`src/rtl/p_xfer_seq.sv`:
```
// Parasite-side transfer sequencer for Tube register 3: moves bytes between
// parasite memory and the register 3 FIFO pair for one transfer type at a time.
module p_xfer_seq #(
  parameter int ADDR_W    = 16,
  parameter int BLOCK_LEN = 256
) (
  input  logic              p_phi2,
  input  logic              h_rst_b,
  input  logic              start,
  input  logic              stop,
  input  logic [2:0]        xfer_type,
  input  logic [ADDR_W-1:0] start_addr,
  input  logic              fifo_full,
  input  logic              fifo_avail,
  input  logic [7:0]        fifo_rdata,
  output logic              fifo_wr,
  output logic [7:0]        fifo_wdata,
  output logic              fifo_rd,
  output logic              one_byte_mode,
  output logic              mem_req,
  output logic              mem_we,
  output logic [ADDR_W-1:0] mem_addr,
  output logic [7:0]        mem_wdata,
  input  logic [7:0]        mem_rdata,
  input  logic              mem_ack,
  output logic              busy,
  output logic              done,
  output logic [8:0]        byte_count
);

  localparam logic [ADDR_W-1:0] ADDR_ONE  = {{(ADDR_W-1){1'b0}}, 1'b1};
  localparam logic [8:0]        BLOCK_CNT = BLOCK_LEN[8:0];

  typedef enum logic [2:0] {
    S_IDLE,
    S_WAIT_SPACE,
    S_RD_MEM,
    S_PUSH,
    S_WAIT_DATA,
    S_POP,
    S_WR_MEM,
    S_DONE
  } state_t;

  state_t            state_q, state_d;
  logic [2:0]        type_q, type_d;
  logic [ADDR_W-1:0] addr_q, addr_d;
  logic [8:0]        cnt_q, cnt_d;
  logic              stop_q, stop_d;
  logic              second_q, second_d;
  logic [7:0]        data_q, data_d;
  logic              obm_q, obm_d;
  logic              fifo_wr_q, fifo_wr_d;
  logic              fifo_rd_q, fifo_rd_d;
  logic              mem_req_q, mem_req_d;
  logic              mem_we_q, mem_we_d;
  logic              busy_q, busy_d;
  logic              done_q, done_d;

  logic              pair_mode;
  logic              block_mode;
  logic [ADDR_W-1:0] addr_inc;
  logic [8:0]        cnt_inc;
  state_t            resume_state;
  state_t            end_state;

  assign pair_mode    = (type_q[2:1] == 2'b01);
  assign block_mode   = (type_q[2:1] == 2'b11);
  assign addr_inc     = addr_q + ADDR_ONE;
  assign cnt_inc      = cnt_q + 9'd1;
  assign resume_state = type_q[0] ? S_WAIT_DATA : S_WAIT_SPACE;

  // Unit-boundary decision; a stop arriving on the boundary cycle itself counts.
  always_comb begin
    end_state = resume_state;
    if (block_mode) begin
      if (cnt_inc == BLOCK_CNT) end_state = S_DONE;
    end else if (stop_q || stop) begin
      end_state = S_DONE;
    end
  end

  always_comb begin
    // NOTE: every signal gets its hold value first so no path leaves it unassigned (no latches).
    state_d  = state_q;
    type_d   = type_q;
    addr_d   = addr_q;
    cnt_d    = cnt_q;
    stop_d   = stop_q;
    second_d = second_q;
    data_d   = data_q;
    obm_d    = obm_q;

    if (state_q != S_IDLE && stop) stop_d = 1'b1;

    case (state_q)
      S_IDLE: begin
        if (start) begin
          type_d   = xfer_type;
          addr_d   = start_addr;
          cnt_d    = 9'd0;
          stop_d   = 1'b0;
          second_d = 1'b0;
          obm_d    = (xfer_type[2:1] != 2'b01);
          if (xfer_type[2:1] == 2'b10) state_d = S_DONE;
          else if (xfer_type[0])       state_d = S_WAIT_DATA;
          else                         state_d = S_WAIT_SPACE;
        end
      end
      S_WAIT_SPACE: if (!fifo_full) state_d = S_RD_MEM;
      S_RD_MEM: begin
        if (mem_ack) begin
          data_d  = mem_rdata;
          state_d = S_PUSH;
        end
      end
      S_PUSH: begin
        addr_d = addr_inc;
        cnt_d  = cnt_inc;
        // The second byte of a pair is fetched without rechecking fifo_full.
        if (pair_mode && !second_q) begin
          second_d = 1'b1;
          state_d  = S_RD_MEM;
        end else begin
          second_d = 1'b0;
          state_d  = end_state;
        end
      end
      S_WAIT_DATA: if (fifo_avail) state_d = S_POP;
      S_POP: begin
        data_d  = fifo_rdata;
        state_d = S_WR_MEM;
      end
      S_WR_MEM: begin
        if (mem_ack) begin
          addr_d = addr_inc;
          cnt_d  = cnt_inc;
          if (pair_mode && !second_q) begin
            second_d = 1'b1;
            state_d  = S_POP;
          end else begin
            second_d = 1'b0;
            state_d  = end_state;
          end
        end
      end
      S_DONE:  state_d = S_IDLE;
      default: state_d = S_IDLE;
    endcase
  end

  // Outputs are registered from the next state so each strobe is a clean flop.
  always_comb begin
    fifo_wr_d = (state_d == S_PUSH);
    fifo_rd_d = (state_d == S_POP);
    mem_req_d = (state_d == S_RD_MEM) || (state_d == S_WR_MEM);
    mem_we_d  = (state_d == S_WR_MEM);
    busy_d    = (state_d != S_IDLE);
    done_d    = (state_d == S_DONE);
  end

  // NOTE: sequential state uses non-blocking assignments so all flops update together.
  always_ff @(posedge p_phi2 or negedge h_rst_b) begin
    if (!h_rst_b) begin
      state_q   <= S_IDLE;
      type_q    <= 3'd0;
      addr_q    <= '0;
      cnt_q     <= 9'd0;
      stop_q    <= 1'b0;
      second_q  <= 1'b0;
      data_q    <= 8'd0;
      obm_q     <= 1'b1;
      fifo_wr_q <= 1'b0;
      fifo_rd_q <= 1'b0;
      mem_req_q <= 1'b0;
      mem_we_q  <= 1'b0;
      busy_q    <= 1'b0;
      done_q    <= 1'b0;
    end else begin
      state_q   <= state_d;
      type_q    <= type_d;
      addr_q    <= addr_d;
      cnt_q     <= cnt_d;
      stop_q    <= stop_d;
      second_q  <= second_d;
      data_q    <= data_d;
      obm_q     <= obm_d;
      fifo_wr_q <= fifo_wr_d;
      fifo_rd_q <= fifo_rd_d;
      mem_req_q <= mem_req_d;
      mem_we_q  <= mem_we_d;
      busy_q    <= busy_d;
      done_q    <= done_d;
    end
  end

  assign fifo_wr       = fifo_wr_q;
  assign fifo_wdata    = data_q;
  assign fifo_rd       = fifo_rd_q;
  assign one_byte_mode = obm_q;
  assign mem_req       = mem_req_q;
  assign mem_we        = mem_we_q;
  assign mem_addr      = addr_q;
  assign mem_wdata     = data_q;
  assign busy          = busy_q;
  assign done          = done_q;
  assign byte_count    = cnt_q;

endmodule

```
`config.mk`:
```
export PLATFORM = sky130hd
export DESIGN_NAME = p_xfer_seq
export DESIGN_NICKNAME = d
export VERILOG_FILES = /design/src/rtl/p_xfer_seq.sv
export SDC_FILE = /design/constraint.sdc
export NUM_CORES = 1
export LEC_CHECK = 0
export BUFFER_PORTS_ARGS = -buffer_cell sky130_fd_sc_hd__buf_2
export CAP_MARGIN = 20
export CORE_MARGIN = 2
export CORE_UTILIZATION = 51
export DETAILED_ROUTE_END_ITERATION = 16
export PLACE_DENSITY = 0.8
export SYNTH_ARGS = -nofsm -noshare
export SYNTH_HDL_FRONTEND = slang
export SYNTH_SLANG_ARGS = --single-unit
```
`constraint.sdc`:
```
create_clock -name p_phi2 -period 2.8 [get_ports p_phi2]
set_input_delay 0.42 -clock p_phi2 [delete_from_list [all_inputs] [get_ports p_phi2]]
set_output_delay 0.42 -clock p_phi2 [all_outputs]
set_load 0.005 [all_outputs]
```
After elaboration in Yosys (flattened, before gate mapping)
Index checks and enable logic that the tools add are counted.
- output and inout bits: 48
- register bits: 48
- input bits: 42
- word-level logic and storage cells: 78
- reductions and logical operators: 13
- eq/ne operators: 20
- mux-type cells: 29
- add/sub/neg operators: 2
- operators with widths (kind ; number):
    $pmux 16 s3 ; 1
    $mux 3 ; 13
    $mux 16 ; 2
    $pmux 9 s3 ; 1
    $pmux 3 s8 ; 1
    $eq 3x3->1 const B ; 7
    $mux 9 ; 2
    $add 16x1->16 const B ; 1
    $pmux 8 s2 ; 1
    $eq 3x2->1 const B ; 4
    $add 9x1->9 const B ; 1
    $eq 9x9->1 const B ; 1
    $reduce_bool 3->1 ; 3
    $mux 8 ; 1
    $mux 1 ; 6
    $ne 2x2->1 const B ; 3
    $eq 2x2->1 const B ; 2
    $reduce_and 2->1 ; 2
    $eq 3x1->1 const B ; 1
    $logic_not 3->1 ; 1
    $pmux 1 s3 ; 1
    $reduce_and 3->1 ; 1
    $eq 2x1->1 const B ; 1
    $logic_and 1x1->1 ; 2
    other kinds (4) ; 5

Logic depth before layout (Yosys ltp)
Gate-level depths: netlist (run 1).
- depth in word-level cells: 9
- gate-level depth with buffers: 9
- gate-level depth less buffers: 8

Worst setup path after synthesis (run 1)
Ideal clock, no wire load.
- path type: flip-flop to flip-flop
- start point: register state_q[1]
- end point: register fifo_rd_q, in the netlist fifo_rd
- data arrival time: 2.033 ns
- required time: 2.731 ns
- setup time: 0.069 ns
- cell stages (with the launch flop): 10
- setup slack: 0.698 ns
- period minus slack after synthesis: 2.102 ns
- cells stage by stage: dfrtp_1 or4b_1 buf_2 or3b_1 buf_2 o2111ai_2 nand2b_1 o31ai_1 clkinv_2 and4b_1
- cells in the longest elaborated chain, start to end: 3
- elaborated cells between the ends (all ways): 15
- classes of those cells: eq/ne (8); mux (6); reduce/logical (1)
- RTL lines (what ; RTL line ; RTL):
    start, declared ; 45 ; state_t state_q, state_d;
    start signal, assigned ; 180 ; state_q <= state_d;
    $eq 3x3->1 (tied with other cells) ; 96 ; case (state_q)
    $pmux 3 s8 (*) ; 96 ;
    via state_d[0] ; 45 ;
    $eq 3x3->1 (*) ; 155 ; fifo_rd_d = (state_d == S_POP);
    via fifo_rd_d ; 54 ; logic fifo_rd_q, fifo_rd_d;
    end signal, assigned ; 189 ; fifo_rd_q <= fifo_rd_d;
    end, declared ; 54 ;
Mark *: on every way through the listed nets, which the timed path passes. The rest lies on a longest branch.
A chain may end at the register's enable or synchronous reset.

Final worst setup path (run 1)
- start point: register cnt_q[0], in the netlist byte_count[0]
- end point: register fifo_rd_q, in the netlist fifo_rd
- cells in the longest elaborated chain, start to end: 8
- elaborated cells between the ends (all ways): 9
- classes of those cells: add/sub (1); eq/ne (2); mux (6)
- RTL lines (what ; RTL line ; RTL):
    start, declared ; 48 ; logic [8:0] cnt_q, cnt_d;
    start signal, assigned ; 183 ; cnt_q <= cnt_d;
    $add 9x1->9 (*) ; 70 ; assign cnt_inc = cnt_q + 9'd1;
    $eq 9x9->1 (*) ; 77 ; if (cnt_inc == BLOCK_CNT) end_state = S_DONE;
    $mux 3 (*) ; 77 ;
    $mux 3 (*) ; 76 ; if (block_mode) begin
    $mux 3 ; 138 ; if (pair_mode && !second_q) begin
    $mux 3 ; 135 ; if (mem_ack) begin
    $pmux 3 s8 (*) ; 96 ;
    $eq 3x3->1 (*) ; 155 ;
    via fifo_rd_d ; 54 ;
Marked as above.

==> flow_summary.yaml, run 1 <==
outcome:
  status: "finished clean"
logic_synthesis:
  synth_top_area_share: 0.433
  yosys_warnings: 0
  seq_area_frac_synth: 0.442
  synth_cell_types: 52
  yosys.area.top_type: "dfrtp_1"
  ys_ff_latch: 48
  postSynthNetCount: 355
  synth_async_sr_flop_share: 1.00
  avgSynthCellArea_um2: 8.77
  ys.flop_type: "dfrtp_1"
  synth_edf_count: 0
  syn_area_um2: 2720
  synthTopCellsByArea: "dfrtp_1 43%, a21oi_1 6.1%, o21ai_0 4.8%"
  synthCells: 310
clock_tree:
  cts-buffers-inserted: 5
  cts_tree: "yes"
  post-cts-setup-buffers: 0
  clkTransAtPathRegs_ns: 0.09
  clk_latency_ns: 0.31
  cts-root-buf: "clkbuf_8"
  cts.sinks: 48
  hold_buffers: 0
  htree_levels: 2
  clockBufferDepth: 2
  cts_resized: 0
timing:
  finalSetupViolations: 0
  slew_violations: 0
  fin_ws_ns: 0.480
  rsz0062_at_grt: "false"
  slew_headroom: 0.561
  finalSetupTns_ns: 0
  hold_viol: 0
  clock_skew_ns: 0.0176
  fmax_mhz: 431
  post-route-period-util: 0.829
  worstMarginPinSlew_ns: 0.654
  fin_crit_ns: 2.32
final_layout:
  synthToLayoutAreaGrowth_pct: 19.9
  finalNetCount: 431
  final_common_cell: "buf_2"
  final_util: 0.634
  antennaDiodeCount: 0
  drive_above_1_share: 0.300
  final_cell_mix: "89 x buf_2, 47 x dfrtp_1, 33 x a21oi_1"
worst_setup_path:
  worstSetupPathType: "reg2reg"
  worstPathArrival_ns: 2.55
  cp_slowest_stage_delay_ns: 0.43
  required_ns: 3.03
  critPathMaxFanout: 6
  crit_chain: "ha_1, or2_2, a21oi_1, nand4_1, nor4_1, o21ai_0, and4b_1"
  reg2reg_from: "byte_count[0]"
  startpoint_type: "flip-flop"
  cpMaxStageDelayCell: "dfrtp_1"
  crit_path_start: "byte_count[0]"
  endpoint_kind: "flip-flop"
global_route:
  grtUsageTotal: 0.220
  grt_pass1_vias: 2354
  grt_overflow_total: 0
  grt_max_degree: 26
  antenna_found_initial: 0
  grt_pass1_wl_mm: 10.7
die:
  num_io_pins: 90
  die_area_um2: 5930
  core_area_um2: 5140
  row_count: 26
  start_util: 0.529
  die_height_um: 77.0
  die_w_um: 77.0
route:
  first_iter_violations: 143
  drc_errors: 0
  via_count: 2533
  vias_per_cell: 5.54
  postRouteAntennaNets: 0
  avgRoutedWirePerCell_um: 13.6
  detail_route.wirelength_mm: 6.23
  first_pass_iters: 4
power:
  p_per_area_nw_per_um2: 1040
  leakage_nw: 1.51
  vdd_drop_max_mv: 0.552
place:
  post-place-ws_ns: 0.480
  port_buffers: 89
  hpwl_mm: 4.65
  gp_congestion: 0.839
flow_run:
  drv_cap: 0
worst_hold_path:
  min_path_type: "in2async"
[metrics by stage]
step | hold WS, ns | std cells | instance area, um^2 | total power [mW]
finish | 0.0833 | 457 | 3260 | 3.39
global route | 0.123 | 457 | 3260 | 3.71
CTS | 0.107 | 457 | 3260 | 3.41
detailed placement | 0.451 | 449 | 3180 | 3.01
global placement | 0.443 | 449 | 3180 | 2.95
floorplan | 0.124 | 310 | 2720 | 2.47
[critical path: cells and delay by family (launching register included)]
kind                     cells  cell delay [ns]
AND/OR/NAND/NOR              4             1.09
adder cells (fa/ha/maj)      1             0.28
AO/OA/AOI/OAI                2             0.45
flip-flops                   1             0.43
[where the power goes]
group | total (mW) | leakage [nW] | switching (mW) | internal (mW)
clock network | 0.396 | 0.0422 | 0.220 | 0.176
logic | 1.70 | 0.886 | 0.950 | 0.754
registers | 1.29 | 0.578 | 0.290 | 0.996
total | 3.39 | 1.51 | 1.46 | 1.93
[flip-flops by register name, summed over array words and instances, names as in the netlist, 3 cells and up]
signal / count
byte_count: 9
fifo_wdata: 8
mem_addr: 16
state_q: 3
type_q: 3
[final cells by class]
class | count | area [um^2]
Clock buffer | 7 | 76.3
Clock inverter | 1 | 5.00
Fill cell | 476 | 1880
Inverter | 5 | 20.0
Multi-Input combinational cell | 229 | 1360
Sequential cell | 48 | 1200
Tap cell | 70 | 87.6
Timing Repair Buffer | 97 | 505
[cell usage after synthesis (2+ instances only)]
library cell	n
and2_0	3
a31oi_1	6
dfrtp_1	47
nand2_1	28
nor2b_1	3
nor2_1	27
and3_1	4
buf_4	8
nand2b_1	5
nor4_1	2
nand3_1	19
o211ai_1	3
a21oi_1	33
mux2i_1	11
o31ai_1	4
inv_1	4
mux2_2	6
xor2_1	2
and2_1	3
nor3_1	5
o21ai_0	26
buf_2	2
o22ai_1	5
a32oi_1	2
clkbuf_1	16
or3b_2	2
ha_1	3
nand4_1	5
xnor2_1	3
[metal layers]
metal / vias up / routed length, um / global-route usage
met5: - / 0 / 0
met4: 0 / 68 / 0.0714
met3: 5 / 370 / 0.0459
met2: 86 / 2990 / 0.352
met1: 1185 / 2810 / 0.300
li1: 1257 / - / -
[cells by family (layout without fill, tap and decap cells)]
family	Yosys count	in the layout	share of synthesized area
AO/OA/AOI/OAI	90	90	0.195
multiplexers	17	17	0.0653
buffers and inverters	33	110	0.0584
XOR/XNOR	5	5	0.0161
flip-flops	48	48	0.442
AND/OR/NAND/NOR	114	114	0.209
adder cells (fa/ha/maj)	3	3	0.0138
[final timing paths]
| kind | end | cells past startpoint | slack (ns) |
|---|---|---|---|
| min in group p_phi2 | mem_addr[1] | 3 | 0.36 |
| max in group asynchronous | one_byte_mode | 2 | 1.91 |
| max | fifo_rd | 7 | 0.48 |
| max reg2reg | fifo_rd | 7 | 0.48 |
| min | mem_addr[6] | 1 | 0.08 |
| min reg2reg | one_byte_mode | 2 | 0.49 |
(Power assumes the default switching activity.)
==> inputs of run 2 (changes only) <==
--- a/config.mk
+++ b/config.mk
@@ -8,9 +8,9 @@
 export BUFFER_PORTS_ARGS = -buffer_cell sky130_fd_sc_hd__buf_2
 export CAP_MARGIN = 20
 export CORE_MARGIN = 2
-export CORE_UTILIZATION = 51
+export CORE_UTILIZATION = 46
 export DETAILED_ROUTE_END_ITERATION = 16
-export PLACE_DENSITY = 0.8
+export PLACE_DENSITY = 0.76
 export SYNTH_ARGS = -nofsm -noshare
 export SYNTH_HDL_FRONTEND = slang
 export SYNTH_SLANG_ARGS = --single-unit
==> constraint.sdc (replaced) <==
create_clock -name p_phi2 -period 2.08 [get_ports p_phi2]
set_input_delay 0.312 -clock p_phi2 [delete_from_list [all_inputs] [get_ports p_phi2]]
set_output_delay 0.312 -clock p_phi2 [all_outputs]
set_load 0.005 [all_outputs]
==> flow_summary.yaml, run 2 (synthesis results as in run 1) <==
outcome:
  status: "finished clean"
timing:
  holdWs_ns: 0.257
  finalSetupTns_ns: 0
  hold_viol: 0
  slew_violations: 0
  fin_ws_ns: 0.0283
  rsz0062_at_grt: "true"
  fmax_mhz: 487
  slew_headroom: 0.542
  fin_crit_ns: 2.05
  post-route-period-util: 0.986
  clock_skew_ns: 0.0103
  worstMarginPinSlew_ns: 0.682
  finalSetupViolations: 0
worst_setup_path:
  startpoint_type: "flip-flop"
  endpoint_kind: "flip-flop"
  reg2reg_from: "byte_count[0]"
  crit_path_start: "byte_count[0]"
  critPathMaxFanout: 4
  worstSetupPathType: "reg2reg"
  cp-endpoint: "fifo_rd"
  rrSetupSlack_ns: 0.03
  required_ns: 2.27
  r2r_cells: 9
  regToRegEndpoint: "fifo_rd"
  worstPathArrival_ns: 2.24
final_layout:
  largest_reg_flops: 16
  final_cell_mix: "89 x buf_2, 47 x dfrtp_1, 32 x a21oi_1"
  final_common_cell: "buf_2"
  synthToLayoutAreaGrowth_pct: 33.1
  drive_above_1_share: 0.382
  fin_area_um2: 3620
  finalNetCount: 458
  register_area_um2: 1200
  antennaDiodeCount: 0
  fill_cells: 499
  multiInputGateArea_um2: 1470
place:
  port_buffers: 89
  hpwl_mm: 4.98
  gp_congestion: 0.883
  place_area_um2: 3350
  post-place-ws_ns: -0.146
clock_tree:
  cts.sinks: 48
  cts_tree: "yes"
  clk_latency_ns: 0.30
  clockBufferDepth: 2
  htree_levels: 2
  clkTransAtPathRegs_ns: 0.09
  cts-root-buf: "clkbuf_8"
  cts-buffers-inserted: 5
route:
  postRouteAntennaNets: 0
  vias_per_cell: 5.56
  drc_errors: 0
  via_count: 2720
  first_iter_violations: 142
  detail_route.wirelength_mm: 7.09
  avgRoutedWirePerCell_um: 14.5
  first_pass_iters: 4
flow_run:
  drv_cap: 0
die:
  num_io_pins: 90
  start_util: 0.468
  die_area_um2: 6540
  die_w_um: 80.9
  die_height_um: 80.9
  row_count: 28
  core_area_um2: 5820
global_route:
  grt_pass1_vias: 2434
  grt_overflow_total: 0
  antenna_found_initial: 0
  grtUsageTotal: 0.222
  grt_max_degree: 29
  grt_pass1_wl_mm: 11.3
power:
  leakage_nw: 1.68
  p_per_area_nw_per_um2: 1410
  vdd_drop_max_mv: 0.865
  fin_total_pwr_mw: 5.10
worst_hold_path:
  min_path_type: "in2reg"
[run 2: cell count changes in the layout (fill, tap and decap cells not counted), sizes merged]
cell         before  now
dlygate4sd3       0    1
clkbuf            7    6
buf              97  123
clkinv            2    3
[run 2: repair_timing]
item                       CTS  global route
setup endpoints to repair    7             7
gates resized for setup     13             9
pin swaps                    8             8
hold endpoints to repair    20             0
hold buffers                 1             0
buffers inserted             2             5
[run 2: power breakdown]
part           switching [mW]  total, mW  internal [mW]
Clock                   0.311      0.577          0.266
Sequential              0.324       1.67           1.34
Combinational            1.53       2.86           1.33
[run 2: area by class of cell]
cell class / count / area share
clock buffer: 6 / 0.0228
clock inverter: 2 / 0.00277
inverter: 5 / 0.00553
multi-input combinational: 229 / 0.405
sequential: 48 / 0.332
tap: 75 / 0.0259
timing repair buffer: 124 / 0.205
[run 2: metal layers]
layer  share of wire  vias up  track usage
met3           0.071        6       0.0444
met1            0.43     1305        0.295
met4           0.010        0       0.0712
li1                -     1311            -
met2            0.49       98        0.365
met5               0        -            0
[run 2: worst min path at each step]
| stage | cells past startpoint | end | from | slack (ns) |
|---|---|---|---|---|
| after floorplan | 0 | busy | h_rst_b | 0.02 |
| after global placement | 1 | byte_count[7] | h_rst_b | 0.31 |
| after detailed placement | 1 | byte_count[7] | h_rst_b | 0.31 |
| after CTS | 3 | mem_addr[1] | start_addr[1] | 0.24 |
| after global routing | 3 | mem_addr[1] | start_addr[1] | 0.26 |
| final | 3 | mem_addr[1] | start_addr[1] | 0.26 |
[run 2: metrics by stage]
stage,utilization,std cells
after floorplan,-,310
after global placement,0.576,473
after detailed placement,0.576,473
after CTS,0.607,484
after global routing,0.622,489
final,0.622,489
[run 2: worst max-delay path, stage by stage (launching register included)]
cell      delay (ns)
dfrtp_1         0.39
ha_2            0.24
nand2_2         0.11
nor2_2          0.13
xor2_1          0.25
nor4_2          0.08
buf_4           0.17
o31ai_4         0.25
clkinv_2        0.13
and4b_1         0.19
==> inputs of run 3 (changes only) <==
--- a/config.mk
+++ b/config.mk
@@ -7,6 +7,7 @@
 export LEC_CHECK = 0
 export BUFFER_PORTS_ARGS = -buffer_cell sky130_fd_sc_hd__buf_2
 export CAP_MARGIN = 20
+export CORE_ASPECT_RATIO = 1.4
 export CORE_MARGIN = 2
 export CORE_UTILIZATION = 46
 export DETAILED_ROUTE_END_ITERATION = 16
==> flow_summary.yaml, run 3 (synthesis results as in run 1) <==
route:
  first_pass_iters: 5
  postRouteAntennaNets: 0
  drc_errors: 0
  detail_route.wirelength_mm: 7.04
  avgRoutedWirePerCell_um: 14.7
  via_count: 2648
  first_iter_violations: 116
  vias_per_cell: 5.54
timing:
  slew_violations: 0
  slew_headroom: 0.613
  fin_crit_ns: 2.04
  worstMarginPinSlew_ns: 0.580
  hold_viol: 0
  rsz0062_at_grt: "true"
  post-route-period-util: 0.983
  finalSetupTns_ns: 0
  clock_skew_ns: 0.0115
  finalSetupViolations: 0
  fmax_mhz: 489
power:
  intPower_mw: 2.91
  leakage_nw: 1.66
  comb_power_share: 0.564
  clockPowerShare: 0.107
  swShare: 0.426
  vdd_drop_max_mv: 0.671
  p_seq_frac: 0.330
  p_per_area_nw_per_um2: 1410
  fin_total_pwr_mw: 5.07
  p_sw_mw: 2.16
final_layout:
  antennaDiodeCount: 0
  multiInputGateArea_um2: 1510
  final_common_cell: "buf_2"
  drive_above_1_share: 0.380
  finalNetCount: 452
  fill_cells: 504
  final_cell_mix: "89 x buf_2, 47 x dfrtp_1, 32 x a21oi_1"
  largest_reg_flops: 16
  synthToLayoutAreaGrowth_pct: 32.6
  register_area_um2: 1200
die:
  core_area_um2: 5780
  num_io_pins: 90
  die_area_um2: 6550
  start_util: 0.470
  die_height_um: 95.0
  row_count: 33
  die_w_um: 69.0
global_route:
  antenna_found_initial: 0
  grt_pass1_wl_mm: 10.8
  grt_pass1_vias: 2425
  grt_overflow_total: 0
  grtUsageTotal: 0.216
  grt_max_degree: 29
clock_tree:
  clkTransAtPathRegs_ns: 0.09
  clockBufferDepth: 2
  cts-buffers-inserted: 5
  cts_tree: "yes"
  htree_levels: 2
  clk_latency_ns: 0.30
  hold_buffers: 0
  cts.sinks: 48
  cts-root-buf: "clkbuf_8"
worst_setup_path:
  critPathTopFamily: "compound AO/OA/AOI/OAI gates"
  worstSetupPathType: "reg2reg"
  crit_chain: "buf_12, nor2b_1, o2bb2a_2, o2111ai_4, buf_4, o31ai_4, clkinv_2, and4b_1"
  worstPathArrival_ns: 2.23
  endpoint_kind: "flip-flop"
  critPathMaxFanout: 13
  cpMaxStageDelayCell: "dfrtp_1"
  worstPathBufferInverterCount: 3
  cp_slowest_stage_delay_ns: 0.42
  required_ns: 2.27
  startpoint_type: "flip-flop"
place:
  hpwl_mm: 5.00
  port_buffers: 89
  gp_congestion: 0.886
flow_run:
  drv_cap: 0
worst_hold_path:
  min_path_type: "in2async"
outcome:
  status: "finished clean"
==> run 3: power by group through the flow <==
stage	registers, mW	logic (mW)	clock network (mW)
floorplan	1.68	1.64	0
global placement	1.66	2.52	0
detailed placement	1.68	2.58	0
CTS	1.66	2.74	0.557
global route	1.74	3.18	0.586
finish	1.67	2.86	0.540
==> run 3: worst register-to-register path, delay by kind of cell, from the launching register on <==
family | cells | cell delay (ns)
AO/OA/AOI/OAI | 3 | 0.71
buffers and inverters | 3 | 0.44
flip-flops | 1 | 0.42
AND/OR/NAND/NOR | 2 | 0.38
==> run 3: timing repair <==
| action | CTS | global route |
|---|---|---|
| setup buffers | 1 | 2 |
| pin swaps | 6 | 10 |
| endpoints found under the setup margin | 7 | 7 |
| resized for setup | 13 | 16 |
==> run 3: layout make-up <==
cell class                 instances  area share
multi-input combinational        229       0.418
sequential                        48       0.334
timing repair buffer             118       0.196
tap                               70      0.0243
clock buffer                       7      0.0212
inverter                           5     0.00555
clock inverter                     1     0.00139
==> run 3: worst paths after layout <==
path / from / to / slack (ns) / cells after the start
worst min-delay path: h_rst_b / mem_addr[8] / 0.002 / 1
max in group asynchronous: h_rst_b / one_byte_mode / 1.45 / 2
min in group p_phi2: fifo_rdata[5] / fifo_wdata[5] / 0.26 / 3
worst min register to register: one_byte_mode / one_byte_mode / 0.48 / 2
worst max register to register: state_q[2] / fifo_rd / 0.04 / 8
worst max-delay path: state_q[2] / fifo_rd / 0.04 / 8
==> run 3: routing by layer <==
layer / track usage / part of all wire / vias to the layer above
li1: - / - / 1295
met1: 0.257 / 0.40 / 1258
met2: 0.374 / 0.53 / 84
met3: 0.0346 / 0.050 / 11
met4: 0.0915 / 0.022 / 0
met5: 0 / 0 / -
==> run 3: per-stage QoR <==
stage          hold slack, ns  instances  setup WS (ns)  instance area [um^2]   util
2_1_floorplan          0.0164        310        -0.0214                  2720      -
3_3_place_gp            0.336        467        -0.0769                  3350  0.580
3_5_place_dp            0.343        467         -0.124                  3350  0.580
4_1_cts                0.0168        476        0.00811                  3500  0.606
5_1_grt                0.0381        478        -0.0520                  3600  0.624
6_report              0.00179        478         0.0352                  3600  0.624
